$ cat src/rtl/instruction_cache_pkg.sv
// instruction_cache_pkg: shared state encoding and default geometry for the instruction cache
package instruction_cache_pkg;

    typedef enum logic {
        IDLE   = 1'b0,
        REFILL = 1'b1
    } state_t;

    localparam int DEF_INDEX_BITS = 4;
    localparam int DEF_WORD_BITS  = 2;

    // Tag width is whatever remains of a 32-bit byte address above index, word and byte offset
    function automatic int tag_bits(input int index_bits, input int word_bits);
        return 32 - index_bits - word_bits - 2;
    endfunction

endpackage

$ cat src/rtl/instruction_cache.sv
// instruction_cache: direct-mapped read-only instruction cache with word-serial line refill
module instruction_cache
    import instruction_cache_pkg::*;
#(
    parameter int INDEX_BITS = DEF_INDEX_BITS,
    parameter int WORD_BITS  = DEF_WORD_BITS
) (
    input  logic        clockIn,
    input  logic        resetIn,
    input  logic        readyIn,
    input  logic        clearIn,
    input  logic        fetchFlag,
    input  logic [31:0] fetchAddr,
    output logic        instOk,
    output logic [31:0] instOut,
    output logic        memFlag,
    output logic [31:0] memAddr,
    input  logic        memOk,
    input  logic [31:0] memData
);

    localparam int TAG_BITS = tag_bits(INDEX_BITS, WORD_BITS);
    localparam int LINES    = 1 << INDEX_BITS;
    localparam int WORDS    = 1 << WORD_BITS;

    state_t state, state_next;

    logic [LINES-1:0]      valid;
    logic [TAG_BITS-1:0]   tag_arr  [LINES];
    logic [31:0]           data_arr [LINES*WORDS];
    logic [WORD_BITS-1:0]  counter;
    logic [TAG_BITS-1:0]   line_tag;
    logic [INDEX_BITS-1:0] line_index;

    logic [TAG_BITS-1:0]   req_tag;
    logic [INDEX_BITS-1:0] req_index;
    logic [WORD_BITS-1:0]  req_word;
    logic                  flush, hit, accept, miss, word_done, last_done;
    logic                  unused_addr_lsb;

    assign req_tag         = fetchAddr[31 -: TAG_BITS];
    assign req_index       = fetchAddr[WORD_BITS+2 +: INDEX_BITS];
    assign req_word        = fetchAddr[2 +: WORD_BITS];
    assign unused_addr_lsb = ^fetchAddr[1:0];

    assign flush     = clearIn & readyIn;
    assign hit       = valid[req_index] && (tag_arr[req_index] == req_tag);
    assign accept    = (state == IDLE) && fetchFlag && !instOk;
    assign miss      = accept && !hit;
    assign word_done = (state == REFILL) && memOk;
    assign last_done = word_done && (&counter);

    // State register
    always_ff @(posedge clockIn or negedge resetIn) begin
        if (!resetIn) state <= IDLE;
        else          state <= state_next;
    end

    // Next state: flush wins, a miss starts a refill, the last refill word returns to idle
    always_comb begin
        state_next = flush ? IDLE : miss ? REFILL : last_done ? IDLE : state;
    end

    // Memory request outputs; flag drops while memOk is high so the stale address is never re-accepted
    always_comb begin
        memFlag = (state == REFILL) && !memOk;
        memAddr = {line_tag, line_index, counter, 2'b00};
    end

    // Hit response, refill bookkeeping and valid bits
    always_ff @(posedge clockIn or negedge resetIn) begin
        if (!resetIn) begin
            instOk     <= 1'b0;
            instOut    <= '0;
            counter    <= '0;
            valid      <= '0;
            line_tag   <= '0;
            line_index <= '0;
        end else if (flush) begin
            instOk  <= 1'b0;
            counter <= '0;
        end else begin
            instOk <= accept && hit;
            if (accept && hit) instOut <= data_arr[{req_index, req_word}];
            if (miss) begin
                counter           <= '0;
                line_tag          <= req_tag;
                line_index        <= req_index;
                valid[req_index]  <= 1'b0;
            end else if (word_done) begin
                counter <= counter + WORD_BITS'(1);
                if (last_done) valid[line_index] <= 1'b1;
            end
        end
    end

    // Tag and data arrays carry no reset; valid bits alone decide whether contents are usable
    always_ff @(posedge clockIn) begin
        if (word_done && !flush) data_arr[{line_index, counter}] <= memData;
        if (last_done && !flush) tag_arr[line_index] <= line_tag;
    end

endmodule

$ cat config.mk
export PLATFORM = sky130hd
export DESIGN_NAME = instruction_cache
export DESIGN_NICKNAME = d
export VERILOG_FILES = /design/src/rtl/instruction_cache_pkg.sv /design/src/rtl/instruction_cache.sv
export SDC_FILE = /design/constraint.sdc
export NUM_CORES = 2
export LEC_CHECK = 0
export CORE_ASPECT_RATIO = 2
export CORE_MARGIN = 10
export CORE_UTILIZATION = 51
export CTS_CLUSTER_DIAMETER = 200
export CTS_CLUSTER_SIZE = 16
export DETAILED_ROUTE_END_ITERATION = 7
export HOLD_SLACK_MARGIN = 0.03
export PLACE_DENSITY = 0.67
export SYNTH_ARGS = -nofsm -noshare
export SYNTH_HDL_FRONTEND = slang
export SYNTH_SLANG_ARGS = --single-unit
$ cat constraint.sdc
create_clock -name clockIn -period 2.83 [get_ports clockIn]
set_input_delay 0.849 -clock clockIn [delete_from_list [all_inputs] [get_ports clockIn]]
set_output_delay 0.849 -clock clockIn [all_outputs]
set_load 0.01 [all_outputs]
# --- Yosys cells after proc, flatten, opt, wreduce, memory -nomap -nowiden ---
# Memory sizes are Yosys's and may differ from the RTL's. A register that Yosys moved wholly into a read port is not among the register bits.
# Index checks and enable logic that the tools add are counted.
word_totals:
  n_memories: 2
  output_inout_bits: 66
  in_bits: 70
  regBits: 48
  ram_bits: 2432
  elab_cells: 65
classes:
  n_eq_ne: 1
  n_addsub: 1
  mux: 20
  bitwise: 6
  n_reduce_logical: 25
  magnitude_cmp: 4
memory_table:
  columns: ["memory", "depth", "word_bits", "rd", "rd_clocked_by_memory_dff", "write_ports", "line", "text"]
  rows:
  - ["data_arr", 64, 32, 1, 1, 1, "instruction_cache.sv:30", "logic [31:0] data_arr [LINES*WORDS];"]
  - ["tag_arr", 16, 24, 1, 0, 1, "instruction_cache.sv:29", "logic [TAG_BITS-1:0] tag_arr [LINES];"]
op_table:
  columns: ["cell", "n"]
  rows:
  - ["$mux 16", 3]
  - ["$eq 24x24->1", 1]
  - ["$and 16x16->16", 1]
  - ["$not 16->16", 1]
  - ["$or 16x16->16", 1]
  - ["$logic_and 1x1->1", 12]
  - ["$mux 1", 11]
  - ["$lt 4x5->1 const B", 2]
  - ["$demux 1 s4", 2]
  - ["$ge 4x1->1 const B", 2]
  - ["$mux 2", 3]
  - ["$reduce_and 2->1", 3]
  - ["$reduce_bool 3->1", 2]
  - ["$logic_not 1->1", 5]
  - ["$bmux 1 s4", 1]
  - ["$reduce_bool 2->1", 2]
  - ["$reduce_and 3->1", 1]
  - ["$add 2x1->2 const B", 1]
  - ["$not 1->1", 2]
  - ["$and 1x1->1", 1]

# --- Depth between registers and ports, before layout ---
logic_depth:
  word_depth: 8
  ltp_mapped: 15
  ltp_nobuf: 9

# --- Worst setup path after synthesis ---
# OpenSTA, ideal clock, no wires.
synth_path:
  kind: "input-to-reg"
  startpoint: "in fetchAddr[7]"
  endpoint: "reg line_tag[0]"
  required_time_ns: 2.702
  slack_ns: -0.876
  n_path_buf: 4
  arrival_ns: 3.579
  setup_time_ns: 0.128
  stages: 12
  path_cell_list: "buf_2 -> buf_4 -> clkbuf_1 -> mux4_2 -> a221oi_1 -> xor2_1 -> nand4_1 -> nor4b_2 -> nand3_2 -> nand2_2 -> buf_6 -> mux2_1"
synth_between:
  elab_chain_cells: 6
  word_cells_on_any_way: 8
  classes_between: "eq/ne (1); mux (2); reduce/logical (4); memory (1)"
synth_lines:
  columns: ["item", "line", "text"]
  rows:
  - ["start, declared", "instruction_cache.sv:13", "input logic [31:0] fetchAddr,"]
  - ["$mem_v2 16x24 or $bmux 1 s4 (tied branches)", null, null]
  - ["$eq 24x24->1 or $mux 1 (tied branches)", "instruction_cache.sv:47", "assign hit = valid[req_index] && (tag_arr[req_index] == req_tag);"]
  - ["$logic_and 1x1->1 (*)", "instruction_cache.sv:47", null]
  - ["$logic_not 1->1 (*)", "instruction_cache.sv:49", "assign miss = accept && !hit;"]
  - ["$logic_and 1x1->1 (*)", "instruction_cache.sv:49", null]
  - ["$reduce_and 2->1 (no line) (*)", null, null]
  - ["end signal, assigned", "instruction_cache.sv:87", "line_tag <= req_tag;"]
  - ["end, declared", "instruction_cache.sv:32", "logic [TAG_BITS-1:0] line_tag;"]
# Mark *: on every way between the ends. The rest lies on a longest branch, timed or not. The select of a mux whose other input is x is not followed.
# A chain may end at the register's enable or synchronous reset.

# --- Worst setup path in the final report ---
layout_path:
  startpoint: "mem tag_arr[12][4] in the netlist's numbering"
  endpoint: "reg instOut[14] (read register of data_arr)"
layout_between:
  elab_chain_cells: 5
layout_lines:
  columns: ["item", "line", "text"]
  rows:
  - ["start, declared", "instruction_cache.sv:29", null]
  - ["$mem_v2 16x24", null, null]
  - ["$eq 24x24->1", "instruction_cache.sv:47", null]
  - ["$logic_and 1x1->1", "instruction_cache.sv:47", null]
  - ["$logic_and 1x1->1", "instruction_cache.sv:84", "if (accept && hit) instOut <= data_arr[{req_index, req_word}];"]
  - ["$reduce_and 2->1 (no line)", null, null]
  - ["end, declared", "instruction_cache.sv:15", "output logic [31:0] instOut,"]
# No other way between the ends.

==> reports/metrics.cfg <==
[status]
outcome = finished with violations
violations = setup timing

[grt]
antenna_found_initial = 10
grt_usage = 0.287
grt_overflow = 0
grt_pass1_wl_mm = 412
grt_pass1_vias = 51900
grt_max_degree = 65

[detailed_routing]
dr.pass1.iters = 5
routed_via_density = 6.58
vias = 50300
drt_wl_total_mm = 299
drt_iter0_markers = 6022
drtAntennaViolNets = 0
route.detailed.drc = 0
wire_per_inst_um = 39.1

[synthesis]
synthMuxAreaShare = 0.166
synth_simple_gate_area_share = 0.0163
ys_types = 69
ys_seq_area_frac = 0.780
synth_top_family_by_area = multiplexers
syn-cell-area_sq_um = 96200
synthAdderAreaFrac = 0.000130
synth-edff-count = 2432
ys_warn_count = 0
synth_flop_cell = edfxtp_1
postSynthAreaPerCell_sq_um = 22.7
synthXorXnorAreaFrac = 0.00182
yosys_register_bits = 2512
synth-compound-area-share = 0.0237
synthCells = 4233
synthArstFlopShare = 0.0318

[timing]
rsz0062_at_grt = true
min_period_ps = 3320
fmax_mhz = 301
setup_tns_ps = -32650
hold_violations = 0
worst_slew_pin_slew_ps = 1060
fin_crit_sh = 1.17
final.setup_skew_ps = 54.2
setup_viol = 80
finalWorstSetupSlack_ps = -491
max_slew_margin = 0.294
slew_violations = 0

[setup_path]
r2r_slack_ps = -490
cp-end-kind = flip-flop
crit_path_start_kind = flip-flop
cp_max_fo = 6
arrival_ps = 4040
cp_cell_sequence = mux2_4, a222oi_1, buf_4, o2111ai_4, nor4_4, a32oi_4, and4bb_2, nand4_1, buf_6, buf_16, mux2_4
worstSetupPathType = reg -> reg
cpPeakStageDelay_ps = 490
cp_slowest_cell = edfxtp_1
crit_required_ps = 3550
cp_common_cell = mux2_4

[clock_tree]
cts_tree = done
ctsHtreeMaxLevel = 4
clk_pin_slew_ps = 80
clkLatencyLatePin_ps = 850
root_buffer = clkbuf_16
cts_buffer_depth = 4
cts_sinks = 2512
numCtsBuffers = 182

[floorplanning]
core_area_sq_um = 188000
pin_count = 136
row_count = 225
dieArea_sq_um = 207000
fp.dieW_um = 327
chipHeight_um = 634
start_util = 0.512

[power_and_ir_drop]
finalPower_uw = 73200
peakVddDrop_mv = 0.516
p_per_area_nw_per_um2 = 636
p_leak_uw = 0.0370

[placement]
gp_congestion = 1.01
placedCellCount = 7371
hpwl_mm = 195
io_buffers = 131
dp_slack_ps = -1610

[flow_run]
max_cap_violations = 0

[cells_and_area]
instances_no_fill = 7649
utilization = 0.613
area_delta_synth_final_pct = 19.7
drive_above_1_share = 0.369
final_nets = 5158

[worst_hold_path]
hold_class = in -> reg

-- cells in the final DEF, fill, tap and decap left out, types with 10 or more instances in the layout --
master,netlist,routed
buf_2,78,31
o21ai_1,30,16
nand4_1,15,15
inv_1,11,10
buf_12,0,267
o21ai_2,0,17
a22oi_1,113,111
a31oi_1,22,12
nand2_2,1,12
nor2_4,0,81
buf_4,13,468
dfrtp_2,0,23
a221oi_1,16,11
a21oi_1,25,23
o21ai_0,22,19
nor3_1,19,16
mux2_2,29,29
clkbuf_16,0,190
mux2_4,4,33
nand2_1,89,76
nor2_2,1,15
nand3_1,23,23
mux2i_1,98,96
a22o_1,20,20
clkbuf_1,108,56
dfrtp_1,80,57
edfxtp_1,2432,2432
nor2_1,143,48
clkdlybuf4s50_1,0,86
buf_6,5,13
mux4_2,635,635
o22ai_1,13,11
-- registers in the layout (all words and copies together), names as in the netlist --
signal and cells:
counter 2, data_arr 2048, instOk 1, instOut 32, line_index 4, line_tag 24
state 1, tag_arr 384, valid 16
-- kinds of logic (layout without fill, tap and decap cells) --
group,Yosys count,after routing
adder cells (fa/ha/maj),1,1
AND/OR/NAND/NOR,345,345
flip-flops,2512,2512
XOR/XNOR,20,20
buffers and inverters,238,1152
other,1,6
multiplexers,796,796
AO/OA/AOI/OAI,320,320
-- cells in the mapped netlist, types with 5 or more instances --
| cell | n | area [sq um] |
|---|---|---|
| buf_1 | 21 | 78.8 |
| and2_1 | 5 | 31.3 |
| edfxtp_1 | 2432 | 73000 |
| nor2_1 | 143 | 537 |
| and3_1 | 5 | 31.3 |
| a31oi_1 | 22 | 138 |
| a22oi_1 | 113 | 848 |
| nand4_1 | 15 | 93.8 |
| mux2_1 | 30 | 338 |
| buf_4 | 13 | 97.6 |
| buf_2 | 78 | 390 |
| a21oi_1 | 25 | 125 |
| or3_1 | 6 | 37.5 |
| o21ai_0 | 22 | 110 |
| clkbuf_1 | 108 | 405 |
| o32a_1 | 5 | 50.1 |
| o22ai_1 | 13 | 81.3 |
| nand3b_1 | 7 | 52.6 |
| nand3_1 | 23 | 115 |
| dfrtp_1 | 80 | 2000 |
| nor3_1 | 19 | 95.1 |
| a22o_1 | 20 | 175 |
| xor2_1 | 8 | 70.1 |
| nand2b_1 | 9 | 56.3 |
| xnor2_1 | 12 | 105 |
| mux2i_1 | 98 | 981 |
| mux4_2 | 635 | 14300 |
| mux2_2 | 29 | 327 |
| a221oi_1 | 16 | 140 |
| a211oi_1 | 9 | 67.6 |
| nor2b_1 | 10 | 62.6 |
| buf_6 | 5 | 56.3 |
| o2111ai_1 | 8 | 70.1 |
| o21ai_1 | 30 | 150 |
| inv_1 | 11 | 41.3 |
| nand2_1 | 89 | 334 |
-- critical path, delay by kind of cell, from the launching register on --
kind | cells | cell delay [ps]
AOI/OAI and AO/OA | 3 | 640
buffers and inverters | 3 | 570
DFF | 1 | 490
muxes | 2 | 610
and+or+nand+nor | 3 | 860
-- routing by layer --
| metal | share of wire | vias up | global-route usage |
|---|---|---|---|
| met1 | 0.31 | 26800 | 0.321 |
| li1 | - | 19600 | - |
| met2 | 0.53 | 2977 | 0.508 |
| met3 | 0.080 | 909 | 0.0439 |
| met5 | 0.00017 | - | 0 |
| met4 | 0.082 | 8 | 0.191 |
-- metrics by stage --
stage	hold WS, ps	cell area, sq um
after floorplan	465	96500
after global placement	475	109000
after detailed placement	484	109000
after CTS	321	115000
after global routing	359	115000
final	355	115000
-- cell type report --
type                       instances  area (sq um)
sequential                      2512         75100
clock buffer                     241          4840
timing repair buffer             894         10600
inverter                          13          51.3
clock inverter                     4          50.0
multi-input combinational       1484         21400
tap                             2497          3120
antenna                            4          10.0
fill                           12800         72700
-- power breakdown --
group / internal, uW / switching, uW
clock network: 11900 / 12000
registers: 41900 / 347
logic: 2890 / 4210
total: 56700 / 16600
-- repair_timing --
item | CTS | global route
buffers inserted | 15 | 8
hold endpoints to repair | 30 | 0
hold buffers | 1 | 0
gates cloned | 6 | 4
endpoints found under the setup margin | 106 | 81
pin swaps | 28 | 25
gates resized for setup | 115 | 55
-- worst paths after layout --
path / endpoint / startpoint / depth (start not counted)
setup / recovery: instOut[14]$_DFFE_PN0P_ / tag_arr[12][4]$_DFFE_PP_ / 11
hold / removal: data_arr[40][19]$_DFFE_PP_ / memData[19] / 1
setup reg to reg: instOut[14]$_DFFE_PN0P_ / tag_arr[12][4]$_DFFE_PP_ / 11
hold reg to reg: instOut[8]$_DFFE_PN0P_ / instOut[8]$_DFFE_PN0P_ / 2
max in group asynchronous: instOut[16]$_DFFE_PN0P_ / resetIn / 3
min in group asynchronous: line_index[3]$_DFFE_PN0P_ / resetIn / 2
(Power assumes the default switching activity.)
